[src/rtl/mem_access_pkg.sv]
// Shared definitions for the memory-access stage: bus widths, mem_control
// bit positions, access size encodings and the stage FSM state type.
package mem_defs;

    localparam int EXE_MEM_W = 159;
    localparam int MEM_WB_W  = 156;

    // Bit positions inside mem_control[4:0]
    localparam int MC_LOAD    = 4;
    localparam int MC_STORE   = 3;
    localparam int MC_SIZE_HI = 2;
    localparam int MC_SIZE_LO = 1;
    localparam int MC_SIGN    = 0;

    typedef enum logic [1:0] {
        SZ_BYTE = 2'b00,
        SZ_HALF = 2'b01,
        SZ_WORD = 2'b10,
        SZ_RSVD = 2'b11   // treated as a word access
    } mem_size_e;

    typedef enum logic [1:0] {
        S_IDLE = 2'b00,
        S_REQ  = 2'b01,
        S_DONE = 2'b10
    } mem_state_e;

endpackage

[src/rtl/mem_access_if.sv]
// Data-memory port of the memory-access stage.
//
// Handshake: the master raises dm_req with dm_addr/dm_wen/dm_wdata and keeps
// all four stable until the slave answers with dm_ack. dm_ack may arrive in
// the same cycle as the first dm_req. dm_rdata is only meaningful in the
// cycle dm_ack is high. There is no abort: a started request always waits
// for its ack. dm_wen == 0 marks a read.
interface mem_access_if;
    logic        dm_req;
    logic [3:0]  dm_wen;
    logic [31:0] dm_addr;
    logic [31:0] dm_wdata;
    logic        dm_ack;
    logic [31:0] dm_rdata;

    modport master (
        output dm_req, dm_wen, dm_addr, dm_wdata,
        input  dm_ack, dm_rdata
    );

    modport slave (
        input  dm_req, dm_wen, dm_addr, dm_wdata,
        output dm_ack, dm_rdata
    );
endinterface

[src/rtl/mem_access_align.sv]
// Purely combinational lane logic: store byte enables and data replication,
// load lane extraction with sign/zero extension, and misalignment detect.
module mem_align
    import mem_defs::*;
(
    input  logic [4:0]  mem_control,
    input  logic [31:0] addr,
    input  logic [31:0] store_data,
    input  logic [31:0] rdata,
    output logic [3:0]  wen,
    output logic [31:0] wdata,
    output logic [31:0] load_data,
    output logic        misalign
);

    logic      is_load;
    logic      is_store;
    logic      is_sign;
    mem_size_e size;
    logic [7:0]  byte_v;
    logic [15:0] half_v;
    logic        raw_misalign;

    assign is_load  = mem_control[MC_LOAD];
    // A load bit wins if both are set, so such an op never writes memory.
    assign is_store = mem_control[MC_STORE] & ~mem_control[MC_LOAD];
    assign is_sign  = mem_control[MC_SIGN];
    assign size     = mem_size_e'(mem_control[MC_SIZE_HI:MC_SIZE_LO]);
    assign byte_v   = rdata[{addr[1:0], 3'b000} +: 8];
    assign half_v   = addr[1] ? rdata[31:16] : rdata[15:0];
    assign misalign = raw_misalign & (is_load | is_store);

    // Per-size lane steering for both directions plus alignment check.
    always_comb begin
        wen          = 4'b0000;
        wdata        = store_data;
        load_data    = rdata;
        raw_misalign = 1'b0;
        case (size)
            SZ_BYTE: begin
                if (is_store) wen = 4'b0001 << addr[1:0];
                wdata     = {4{store_data[7:0]}};
                load_data = is_sign ? {{24{byte_v[7]}}, byte_v} : {24'h0, byte_v};
            end
            SZ_HALF: begin
                raw_misalign = addr[0];
                if (is_store) wen = addr[1] ? 4'b1100 : 4'b0011;
                wdata     = {2{store_data[15:0]}};
                load_data = is_sign ? {{16{half_v[15]}}, half_v} : {16'h0, half_v};
            end
            default: begin
                raw_misalign = (addr[1:0] != 2'b00);
                if (is_store) wen = 4'b1111;
            end
        endcase
    end

endmodule

[src/rtl/mem_access.sv]
// Memory-access pipeline stage: runs the data-memory handshake for loads and
// stores, flags misaligned accesses, and packs the MEM->WB bus.
module mem_access
    import mem_defs::*;
(
    input  logic                 clk,
    input  logic                 resetn,
    input  logic                 MEM_valid,
    input  logic [EXE_MEM_W-1:0] EXE_MEM_bus_r,
    input  logic                 MEM_out_fire,
    input  logic                 cancel,
    output logic                 MEM_over,
    output logic [MEM_WB_W-1:0]  MEM_WB_bus,
    output logic [4:0]           MEM_wdest,
    output logic [31:0]          MEM_pc,
    mem_access_if.master         dm,
    output mem_state_e           dbg_state
);

    logic [4:0]  mem_control;
    logic [31:0] store_data;
    logic [31:0] exe_result;
    logic [31:0] lo_result;
    logic        hi_write, lo_write, mfhi, mflo, mtc0, mfc0;
    logic [7:0]  cp0r_addr;
    logic        syscall, eret, rf_wen;
    logic [4:0]  rf_wdest;
    logic [31:0] pc;
    logic        br, flagout, notinst, ri;

    assign {mem_control, store_data, exe_result, lo_result,
            hi_write, lo_write, mfhi, mflo, mtc0, mfc0, cp0r_addr,
            syscall, eret, rf_wen, rf_wdest, pc,
            br, flagout, notinst, ri} = EXE_MEM_bus_r;

    mem_state_e  state, state_nx;
    logic        cancel_r, cancel_nx;
    logic [31:0] rdata_r;
    logic        capture;
    logic        req_c;

    logic [3:0]  wen;
    logic [31:0] wdata;
    logic [31:0] load_data;
    logic        misalign;
    logic        is_mem;
    logic        start;
    logic        adel, ades;
    logic [31:0] mem_result;
    logic [31:0] badvaddr;

    mem_align u_align (
        .mem_control (mem_control),
        .addr        (exe_result),
        .store_data  (store_data),
        .rdata       (rdata_r),
        .wen         (wen),
        .wdata       (wdata),
        .load_data   (load_data),
        .misalign    (misalign)
    );

    assign is_mem = mem_control[MC_LOAD] | mem_control[MC_STORE];
    assign start  = MEM_valid & is_mem & ~misalign & ~cancel;

    // State, pending-cancel flag and captured read data.
    always_ff @(posedge clk) begin
        if (!resetn) begin
            state    <= S_IDLE;
            cancel_r <= 1'b0;
            rdata_r  <= 32'h0;
        end else begin
            state    <= state_nx;
            cancel_r <= cancel_nx;
            if (capture) rdata_r <= dm.dm_rdata;
        end
    end

    // Next state, request strobe and completion; a cancelled request still
    // waits for its ack but then drops the data and never reports done.
    always_comb begin
        state_nx  = state;
        cancel_nx = cancel_r;
        capture   = 1'b0;
        req_c     = 1'b0;
        MEM_over  = 1'b0;
        case (state)
            S_IDLE: begin
                cancel_nx = 1'b0;
                if (start) state_nx = S_REQ;
                else       MEM_over = MEM_valid;
            end
            S_REQ: begin
                req_c = 1'b1;
                if (cancel) cancel_nx = 1'b1;
                if (dm.dm_ack) begin
                    cancel_nx = 1'b0;
                    if (cancel | cancel_r) begin
                        state_nx = S_IDLE;
                    end else begin
                        capture  = 1'b1;
                        state_nx = S_DONE;
                    end
                end
            end
            S_DONE: begin
                MEM_over = 1'b1;
                if (MEM_out_fire | cancel) state_nx = S_IDLE;
            end
            default: state_nx = S_IDLE;
        endcase
    end

    assign dm.dm_req   = req_c;
    assign dm.dm_wen   = wen;
    assign dm.dm_addr  = {exe_result[31:2], 2'b00};
    assign dm.dm_wdata = wdata;

    assign adel       = misalign & mem_control[MC_LOAD];
    assign ades       = misalign & ~mem_control[MC_LOAD];
    assign badvaddr   = misalign ? exe_result : 32'h0;
    assign mem_result = mem_control[MC_LOAD] ? load_data : exe_result;

    assign MEM_WB_bus = {mem_result, lo_result,
                         hi_write, lo_write, mfhi, mflo, mtc0, mfc0, cp0r_addr,
                         syscall, eret, rf_wen, rf_wdest, pc,
                         br, flagout, notinst, ri,
                         adel, ades, badvaddr};

    assign MEM_wdest = rf_wdest & {5{MEM_valid}};
    assign MEM_pc    = pc;
    assign dbg_state = state;

endmodule

[src/flat_wrapper.sv]
// flat-port wrapper written by rule: the top's interface ports become plain ports
module mem_access_flat import mem_defs::*;
  (clk, resetn, MEM_valid, EXE_MEM_bus_r, MEM_out_fire, cancel, MEM_over, MEM_WB_bus, MEM_wdest, MEM_pc, dbg_state, dm_dm_req, dm_dm_wen, dm_dm_addr, dm_dm_wdata, dm_dm_ack, dm_dm_rdata);
  mem_access_if dm_i ();
  input  logic clk;
  input  logic resetn;
  input  logic MEM_valid;
  input  logic [EXE_MEM_W-1:0] EXE_MEM_bus_r;
  input  logic MEM_out_fire;
  input  logic cancel;
  output logic MEM_over;
  output logic [MEM_WB_W-1:0] MEM_WB_bus;
  output logic [4:0] MEM_wdest;
  output logic [31:0] MEM_pc;
  output mem_state_e dbg_state;
  output wire logic [$bits(dm_i.dm_req)-1:0] dm_dm_req;
  output wire logic [$bits(dm_i.dm_wen)-1:0] dm_dm_wen;
  output wire logic [$bits(dm_i.dm_addr)-1:0] dm_dm_addr;
  output wire logic [$bits(dm_i.dm_wdata)-1:0] dm_dm_wdata;
  input wire logic [$bits(dm_i.dm_ack)-1:0] dm_dm_ack;
  input wire logic [$bits(dm_i.dm_rdata)-1:0] dm_dm_rdata;
  assign dm_dm_req = dm_i.dm_req;
  assign dm_dm_wen = dm_i.dm_wen;
  assign dm_dm_addr = dm_i.dm_addr;
  assign dm_dm_wdata = dm_i.dm_wdata;
  assign dm_i.dm_ack = dm_dm_ack;
  assign dm_i.dm_rdata = dm_dm_rdata;
  mem_access u_core (.clk(clk), .resetn(resetn), .MEM_valid(MEM_valid), .EXE_MEM_bus_r(EXE_MEM_bus_r), .MEM_out_fire(MEM_out_fire), .cancel(cancel), .MEM_over(MEM_over), .MEM_WB_bus(MEM_WB_bus), .MEM_wdest(MEM_wdest), .MEM_pc(MEM_pc), .dm(dm_i), .dbg_state(dbg_state));
endmodule
[config.mk]
export PLATFORM = sky130hd
export DESIGN_NAME = mem_access_flat
export DESIGN_NICKNAME = d
export VERILOG_FILES = /design/src/rtl/mem_access_pkg.sv /design/src/rtl/mem_access_if.sv /design/src/rtl/mem_access_align.sv /design/src/rtl/mem_access.sv /design/src/flat_wrapper.sv
export SDC_FILE = /design/constraint.sdc
export NUM_CORES = 1
export LEC_CHECK = 0
export ABC_AREA = 1
export CAP_MARGIN = 10
export CORE_AREA = 2 2 179 181
export DETAILED_ROUTE_END_ITERATION = 8
export DIE_AREA = 0 0 181 183
export DONT_BUFFER_PORTS = 1
export SYNTH_ARGS = -nofsm -noshare
export SYNTH_HDL_FRONTEND = slang
export SYNTH_SLANG_ARGS = --single-unit
[constraint.sdc]
create_clock -name clk -period 1.4 [get_ports clk]
set_input_delay 0.07 -clock clk [delete_from_list [all_inputs] [get_ports clk]]
set_output_delay 0.07 -clock clk [all_outputs]
set_load 0.05 [all_outputs]
== Yosys cells after proc, flatten, opt, wreduce, memory -nomap -nowiden ==
Index checks and enable logic that the tools add are counted.

* Bitwise operators: 15
* Shifts and indexed selects: 2
* Equality and inequality tests: 7
* Reductions and logical operators: 6
* Multiplexer cells: 27

{| class="wikitable"
|+ Operator list
! kind !! number
|-
| 32-bit two-way mux || 4
|-
| 32-bit one-hot mux with 2 select lines || 2
|-
| 32-bit by 6-bit indexed part select with 8-bit output || 1
|-
| 16-bit two-way mux || 1
|-
| 4-bit two-way mux || 4
|-
| 2-bit two-way mux || 4
|-
| 4-bit one-hot mux with 2 select lines || 1
|-
| 1-bit bitwise AND || 7
|-
| 1-bit two-way mux || 7
|-
| 1-bit one-hot mux with 2 select lines || 3
|-
| 2-bit one-hot mux with 3 select lines || 1
|-
| 5-bit bitwise AND || 1
|-
| 2-bit by 1-bit equality test with 1-bit output, second input constant || 2
|-
| 2-bit zero test || 2
|-
| 2-bit by 1-bit inequality test with 1-bit output, second input constant || 2
|-
| 1-bit OR || 4
|-
| 2-bit nonzero test || 2
|-
| 1-bit by 2-bit left shift with 4-bit output, first input constant || 1
|-
| 3-bit inequality test, second input constant || 1
|-
| 1-bit NOT || 3
|-
| 3-bit AND reduction || 1
|-
| 2-bit equality test, second input constant || 1
|-
| 2-bit inequality test, second input constant || 1
|-
| 2-bit AND reduction || 1
|}

* Input bits: 197
* Output and inout port bits: 265
* Bits in registers: 35

== Depth between registers and ports, before layout ==
Gate-level depths: netlist of run 1.

* Word-level depth: 9
* Mapped depth: 10
* Gate-level depth less buffers: 9

== Hierarchy ==
A second synthesis of run 1 with hierarchy kept.

* Cell total of the unflattened synthesis: 826
* Area total of the unflattened synthesis: 4636.9 um^2

{| class="wikitable"
|+ By module, submodules not included
! module !! area an instance (um^2) !! times used !! cells each !! seq. area each (um^2)
|-
| mem_access || 3515.9 || 1 || 588 || 700.7
|-
| mem_align || 1121.1 || 1 || 238 || 0.0
|}

== Worst setup path before layout of run 1 ==
No wires, ideal clock.

* Path kind: register -> register
* From: register u_core.state[0] (netlist: u_core.dbg_state[0])
* To: register u_core.rdata_r[0]
* Arrival: 1.657 ns
* Library setup time: 0.128 ns
* Period minus slack after synthesis: 1.786 ns
* Required time: 1.272 ns
* Buffers on the path: 1
* Stages on the path, launching flop included: 7
* Setup slack: -0.386 ns
* Path through: dfxtp_1 inv_2 nor2_4 nand3_2 clkbuf_1 o21ai_0 a21oi_1

* Word-level cells in the longest chain between the ends: 2

{| class="wikitable"
|+ RTL lines
! item !! line !! RTL
|-
| from (decl) || mem_access.sv:36 || <nowiki>mem_state_e state, state_nx;</nowiki>
|-
| from (signal assigned) || mem_access.sv:73 || <nowiki>state <= state_nx;</nowiki>
|-
| 2-bit by 1-bit equality test with 1-bit output || mem_access.sv:87 || <nowiki>case (state)</nowiki>
|-
| 1-bit two-way mux || mem_access.sv:87 ||
|-
| to (signal assigned) || mem_access.sv:75 || <nowiki>if (capture) rdata_r <= dm.dm_rdata;</nowiki>
|-
| to (decl) || mem_access.sv:38 || <nowiki>logic [31:0] rdata_r;</nowiki>
|}

No other way between the ends.
A chain may end at the register's enable or synchronous reset.

== Worst setup path after layout of run 1 ==
* From: register u_core.rdata_r[15]
* To: output port MEM_WB_bus[143]

* Word-level cells in the longest chain between the ends: 4

{| class="wikitable"
|+ RTL lines
! item !! line !! RTL
|-
| 32-bit by 6-bit indexed part select with 8-bit output / 16-bit two-way mux (equally long branches) || mem_access_align.sv:29, mem_access_align.sv:30 ||
|-
| 32-bit two-way mux, on equally long branches || mem_access_align.sv:43, mem_access_align.sv:49 ||
|-
| 32-bit one-hot mux with 2 select lines * || mem_access_align.sv:39 || <nowiki>case (size)</nowiki>
|-
| 32-bit two-way mux * || mem_access.sv:122 || <nowiki>assign mem_result = mem_control[MC_LOAD] ? load_data : exe_result;</nowiki>
|-
| to (decl) || flat_wrapper.sv:12 || <nowiki>output logic [MEM_WB_W-1:0] MEM_WB_bus;</nowiki>
|}

Mark *: on every way between the ends. The rest lies on a longest branch, timed or not.

==> results of run 1 <==
layer usage:
layer  up-vias  routed length [µm]  part of all wire (%)
met5         -                  12                 0.061
met4         2                1290                   6.5
met3        96                1830                   9.2
met2       240                9280                    47
met1      1842                7360                    37
li1       1991                   -                     -
worst max-delay path, cell delays in order (launching register included):
cell and delay, ps:
dfxtp_2 330, nand2_2 50, nand2_2 90, nand2_2 70, nand3_4 170, nand2_8 160
a21oi_4 250, buf_12 150
report_power, final:
part           leakage, nW  internal, mW  switching [mW]
sequential           0.293          1.01          0.0148
clock               0.0838         0.840           0.451
combinational         2.24         0.796            1.30
sequential cells by signal (all words and copies together), names as in the netlist:
name	flops
u_core.cancel_r	1
u_core.rdata_r	32
u_core.dbg_state	2
cell type report:
cell class                      instances  area (µm²)
Antenna cell                            3        7.51
Clock buffer                            5         125
Clock inverter                          3        43.8
Fill cell                            3541       25400
Inverter                               71         278
Multi-Input combinational cell        410        2210
Sequential cell                        35         737
Tap cell                              402         503
Timing Repair Buffer                  160        1950
synthesized netlist by cell type (all sizes together):
library cell,count
a21oi,69
buf,182
clkbuf,12
conb,1
dfxtp,35
dlygate4sd1,2
inv,71
nand2,153
nand3,11
nand4,1
nor2,106
nor3,3
o211ai,5
o21a,1
o21ai,56
o22ai,2
repair_timing:
item,in CTS,in global routing
hold buffers,33,0
cloned,1,0
buffers inserted,2,2
pin swaps,16,15
hold endpoints to repair,35,0
endpoints found under the setup margin,32,36
gates resized for setup,78,29
cell families (layout without fill, tap and decap cells):
kind of cell | after synthesis | after routing | synth area share [%]
buffers and inverters | 267 | 239 | 39.7
DFF | 35 | 35 | 16.5
and+or+nand+nor | 274 | 275 | 25.9
AOI/OAI and AO/OA | 133 | 133 | 17.8
other | 1 | 5 | 0.0881
final timing paths:
path                       startpoint                  to  slack (ps)  cells past startpoint
hold reg to reg     u_core.rdata_r[0]   u_core.rdata_r[0]         460                      2
setup reg to reg  u_core.dbg_state[0]  u_core.rdata_r[28]          80                      7
setup / recovery   u_core.rdata_r[15]     MEM_WB_bus[143]        -230                      7
hold / removal        dm_dm_rdata[16]  u_core.rdata_r[16]          10                      2
==> out/summary.txt, run 1 <==
Outcome - finished with violations
Failing checks - setup timing
Setup WS post-layout - -229 ps
Worst hold slack - 12.0 ps
DRT Pass-1 Iters - 5
Core area - 31200 µm²
Ports - 462
Pin count of the biggest net entering global routing - 60
Non-filler instance count after layout - 1089
First-pass GRT wire length - 27300 µm
Layer with the highest usage - met2
# DRC - 0
Worst setup SP type - flop
Die width - 181 µm
Sequential fraction of the synthesis area - 16.5%
Met1 GRT Util - 12.1%
Site row count - 65
Design Power - 4.41 mW
Initial Utilization - 13.6%
Post-DP Area - 4990 µm²
DRT antenna net count - 0
Final Skew - 6.97 ps
Post-synth top area share - 29.1%
Synth cell types - 31
Max_cap viols - 0
Dpl hpwl - 16100 µm
Routed via count - 4171
Worst slew margin - 44.1%
Required time of the critical path - 1330 ps
Syn avg cell area - 5.99 µm²
Die area - 33100 µm²
Final instance area - 5850 µm²
Initial antenna violation count - 4
Latest clock arrival within the worst-skew pair - 280 ps
Gate Count Post-Synth - 710
Critical Path Fanout Max - 8
Placed cells - 1040
GPL Wtd Cong - 0.850
Final Hold Vio Count - 0
DRT iter0 DRCs - 202
Core Util, Final - 18.7%
Number of synthesized register bits - 35
CP Capture Type - primary output
Crit Path Class - reg2out
CTS Buf Count - 5
Final TNS setup - -4440 ps
Fmax - 614 MHz
DIE HEIGHT - 183 µm
Port buffer count - 0
RSZ-0062 raised after global routing - true
Area contributors post-synth - buf_4 29%, dfxtp_1 16%, nand2_1 13%
Crit share post-route - 116%
M2 GR Usage - 19.4%
Final Setup Violations - 25
Mapped Area - 4260 µm²
Final Routed Wirelength - 19800 µm
Routed len/inst - 18.1 µm
Power per cell area - 753 nW/µm²
GRT Util Overall - 11.3%
Max IR drop VDD - 0.000437 V
Commonest non-fill, non-tap cell in the layout - nand2_1
Setup slack at placement - -55.6 ps
Crit path DAT - 1560 ps
Hold WC Path Type - in2reg
CTS H-Tree Depth - 2
# clock sinks - 35
Total grt overflow - 0
Layout Area Growth over Synthesis - 37.5%
Vias in the first global route - 4136
Synth area leader - buf_4
Crit path time final - 1630 ps
CTS clk-pin slew, worst paths - 60 ps
Final Max Tran Viols - 0
CTS tree - built
Layout Nets - 880
Leakage power - 2.62 nW
Vias/cell - 3.83
Met3 GRT Util - 3.10%
CTS Root Cell - clkbuf_16
Number of synthesis warnings - 0
Share of layout cells above drive strength 1 - 36.3%
Longest Clk Path Bufs - 2
Slew @ Worst Pin - 836 ps
Most frequent cells in the layout - 111 x nand2_1, 101 x nor2_1, 74 x buf_4
Note: power is estimated with default switching activity, not from simulation.
==> inputs of run 2 (changes only) <==
--- a/config.mk
+++ b/config.mk
@@ -7,9 +7,9 @@
 export LEC_CHECK = 0
 export ABC_AREA = 1
 export CAP_MARGIN = 10
-export CORE_AREA = 2 2 179 181
+export CORE_AREA = 2 2 178 180
 export DETAILED_ROUTE_END_ITERATION = 8
-export DIE_AREA = 0 0 181 183
+export DIE_AREA = 0 0 180 182
 export DONT_BUFFER_PORTS = 1
 export SYNTH_ARGS = -nofsm -noshare
 export SYNTH_HDL_FRONTEND = slang
==> run 2 against run 1 <==
Net effect: via count increased by 1.4%; combinational power about the same; first-iteration DRC count decreased by 16%; the flow still finishes with violations (setup timing); critical path type unchanged; critical endpoint is now MEM_WB_bus[140].
==> out/summary.txt, run 2 (same netlist as run 1, synthesis figures left out) <==
Outcome - finished with violations
Failing checks - setup timing
Power per cell area - 757 nW/µm² (+0.52%)
Slowest-stage cell, CP - dfxtp_2
# clock sinks - 35 (unchanged)
Longest Clk Path Bufs - 2 (unchanged)
Final Hold Vio Count - 0 (unchanged)
Required time of the critical path - 1330 ps (about the same)
Layout Nets - 876 (-0.45%)
CP Capture Type - primary output
Routed via count - 4229 (+1.4%)
DRT antenna net count - 0 (unchanged)
Final Routed Wirelength - 20900 µm (+6.0%)
Vias in the first global route - 4160 (+0.58%)
Crit path DAT - 1600 ps (+40 ps)
Core area - 31000 µm² (-0.78%)
Routed len/inst - 19.3 µm (+6.5%)
Setup slack at placement - -109 ps (-53.7 ps)
Ports - 462 (unchanged)
Site row count - 65 (unchanged)
Final Max Tran Viols - 0 (unchanged)
Cell family with most CP delay - simple AND/OR/NAND/NOR gates
Port buffer count - 0 (unchanged)
Crit path buffers/inverters - 1 (unchanged)
Most frequent cells in the layout - 121 x nand2_1, 102 x nor2_1, 71 x buf_4
First-pass GRT wire length - 28800 µm (+5.5%)
Final TNS setup - -5300 ps (-861 ps)
Pin count of the biggest net entering global routing - 60 (unchanged)
Hold WC Path Type - in2reg
Crit Path Class - reg2out
Setup WS post-layout - -273 ps (-43.9 ps)
GPL Wtd Cong - 0.899 (+5.8%)
Final Setup Violations - 26 (+4.0%)
CTS Buf Count - 5 (unchanged)
Layout Area Growth over Synthesis - 35.8%
CTS Root Cell - clkbuf_16
RSZ-0062 raised after global routing - true
Crit path cell chain - nand2_1 -> nand2_2 -> nand2_2 -> nand3_4 -> nand2_8 -> a21oi_4 -> buf_12
Dpl hpwl - 17000 µm (+5.3%)
Die width - 180 µm (-0.55%)
# DRC - 0 (unchanged)
Fmax - 598 MHz (-2.6%)
Worst slew margin - 43.6% (-0.43 points)
CTS tree - built
DRT Pass-1 Iters - 5 (unchanged)
Latest clock arrival within the worst-skew pair - 280 ps (about the same)
GRT Util Overall - 12.0% (+0.77 points)
CP max stage delay - 320 ps (about the same)
Total grt overflow - 0 (unchanged)
Commonest non-fill, non-tap cell in the layout - nand2_1
Initial Utilization - 13.7% (+0.11 points)
Share of layout cells above drive strength 1 - 34.0% (-2.3 points)
CTS clk-pin slew, worst paths - 60 ps (about the same)
Filler cells - 3468 (-2.1%)
Crit path time final - 1670 ps (+43.9 ps)
Leakage power - 2.58 nW (-1.5%)
Crit share post-route - 120% (+3.1 points)
Register area - 727 µm² (-1.4%)
Slew @ Worst Pin - 842 ps (+6.48 ps)
Top cell by count, worst path - nand2_2
CTS H-Tree Depth - 2 (unchanged)
Worst setup SP type - flop
Vias/cell - 3.90 (+2.0%)
Register with the most flip-flops - u_core.rdata_r
Max FFs per register - 32 (unchanged)
DIE HEIGHT - 182 µm (-0.55%)
DRT iter0 DRCs - 169 (-16%)
Final Skew - 7.40 ps (+0.427 ps)
Multi-input logic area - 2180 µm² (-1.3%)
Max IR drop VDD - 0.000444 V (+1.6%)
Initial antenna violation count - 1 (-3)
Max_cap viols - 0 (unchanged)
Die area - 32800 µm² (-1.1%)
Critical Path Fanout Max - 8 (unchanged)
[run 2: final cells by class]
type,instances,area share [%]
inverter,71,4.76
antenna,1,0.0433
multi-input combinational,410,37.8
clock inverter,2,0.238
timing repair buffer,156,33.3
sequential,35,12.6
clock buffer,6,2.60
tap,402,8.71
[run 2: through the flow]
step,instances,hold slack (ps),instance area [µm²],power [mW],util [%]
after floorplan,711,208,4390,3.51,-
after global placement,1039,140,5000,3.00,16.1
after detailed placement,1039,140,5000,3.01,16.1
after CTS,1080,5.14,5690,4.42,18.4
after global routing,1083,12.0,5780,4.53,18.6
final,1083,6.21,5780,4.37,18.6
[run 2: report_power, final]
part / internal (mW) / switching [mW]
clock network: 0.768 / 0.474
registers: 1.01 / 0.0138
logic: 0.800 / 1.31
[run 2: worst register-to-register path, stage by stage (launching register included)]
cell and delay, ps:
dfxtp_1 310, nor2_1 200, nand3_4 110, inv_2 210, buf_12 190, nor2_1 50
nor2_1 100
[run 2: repair_timing]
item / in CTS / in global routing
endpoints found under the setup margin: 34 / 33
hold buffers: 32 / 0
pin swaps: 8 / 17
gates cloned: 1 / 0
endpoints found under the hold margin: 34 / 0
gates resized for setup: 59 / 29
buffers inserted: 1 / 2
[run 2: layer usage]
layer	vias up	wire length [µm]	track usage [%]
li1	1975	-	-
met1	1903	8270	13.6
met2	270	9710	20.4
met3	81	1810	3.47
met4	0	1150	6.60
met5	-	0	0
[run 2: final timing paths]
check	from	cells past startpoint	slack, ps	to
min	resetn	2	6	u_core.rdata_r[12]
max	u_core.rdata_r[15]	7	-270	MEM_WB_bus[140]
min reg2reg	u_core.rdata_r[0]	2	460	u_core.rdata_r[0]
max reg2reg	u_core.cancel_r	6	160	u_core.rdata_r[19]
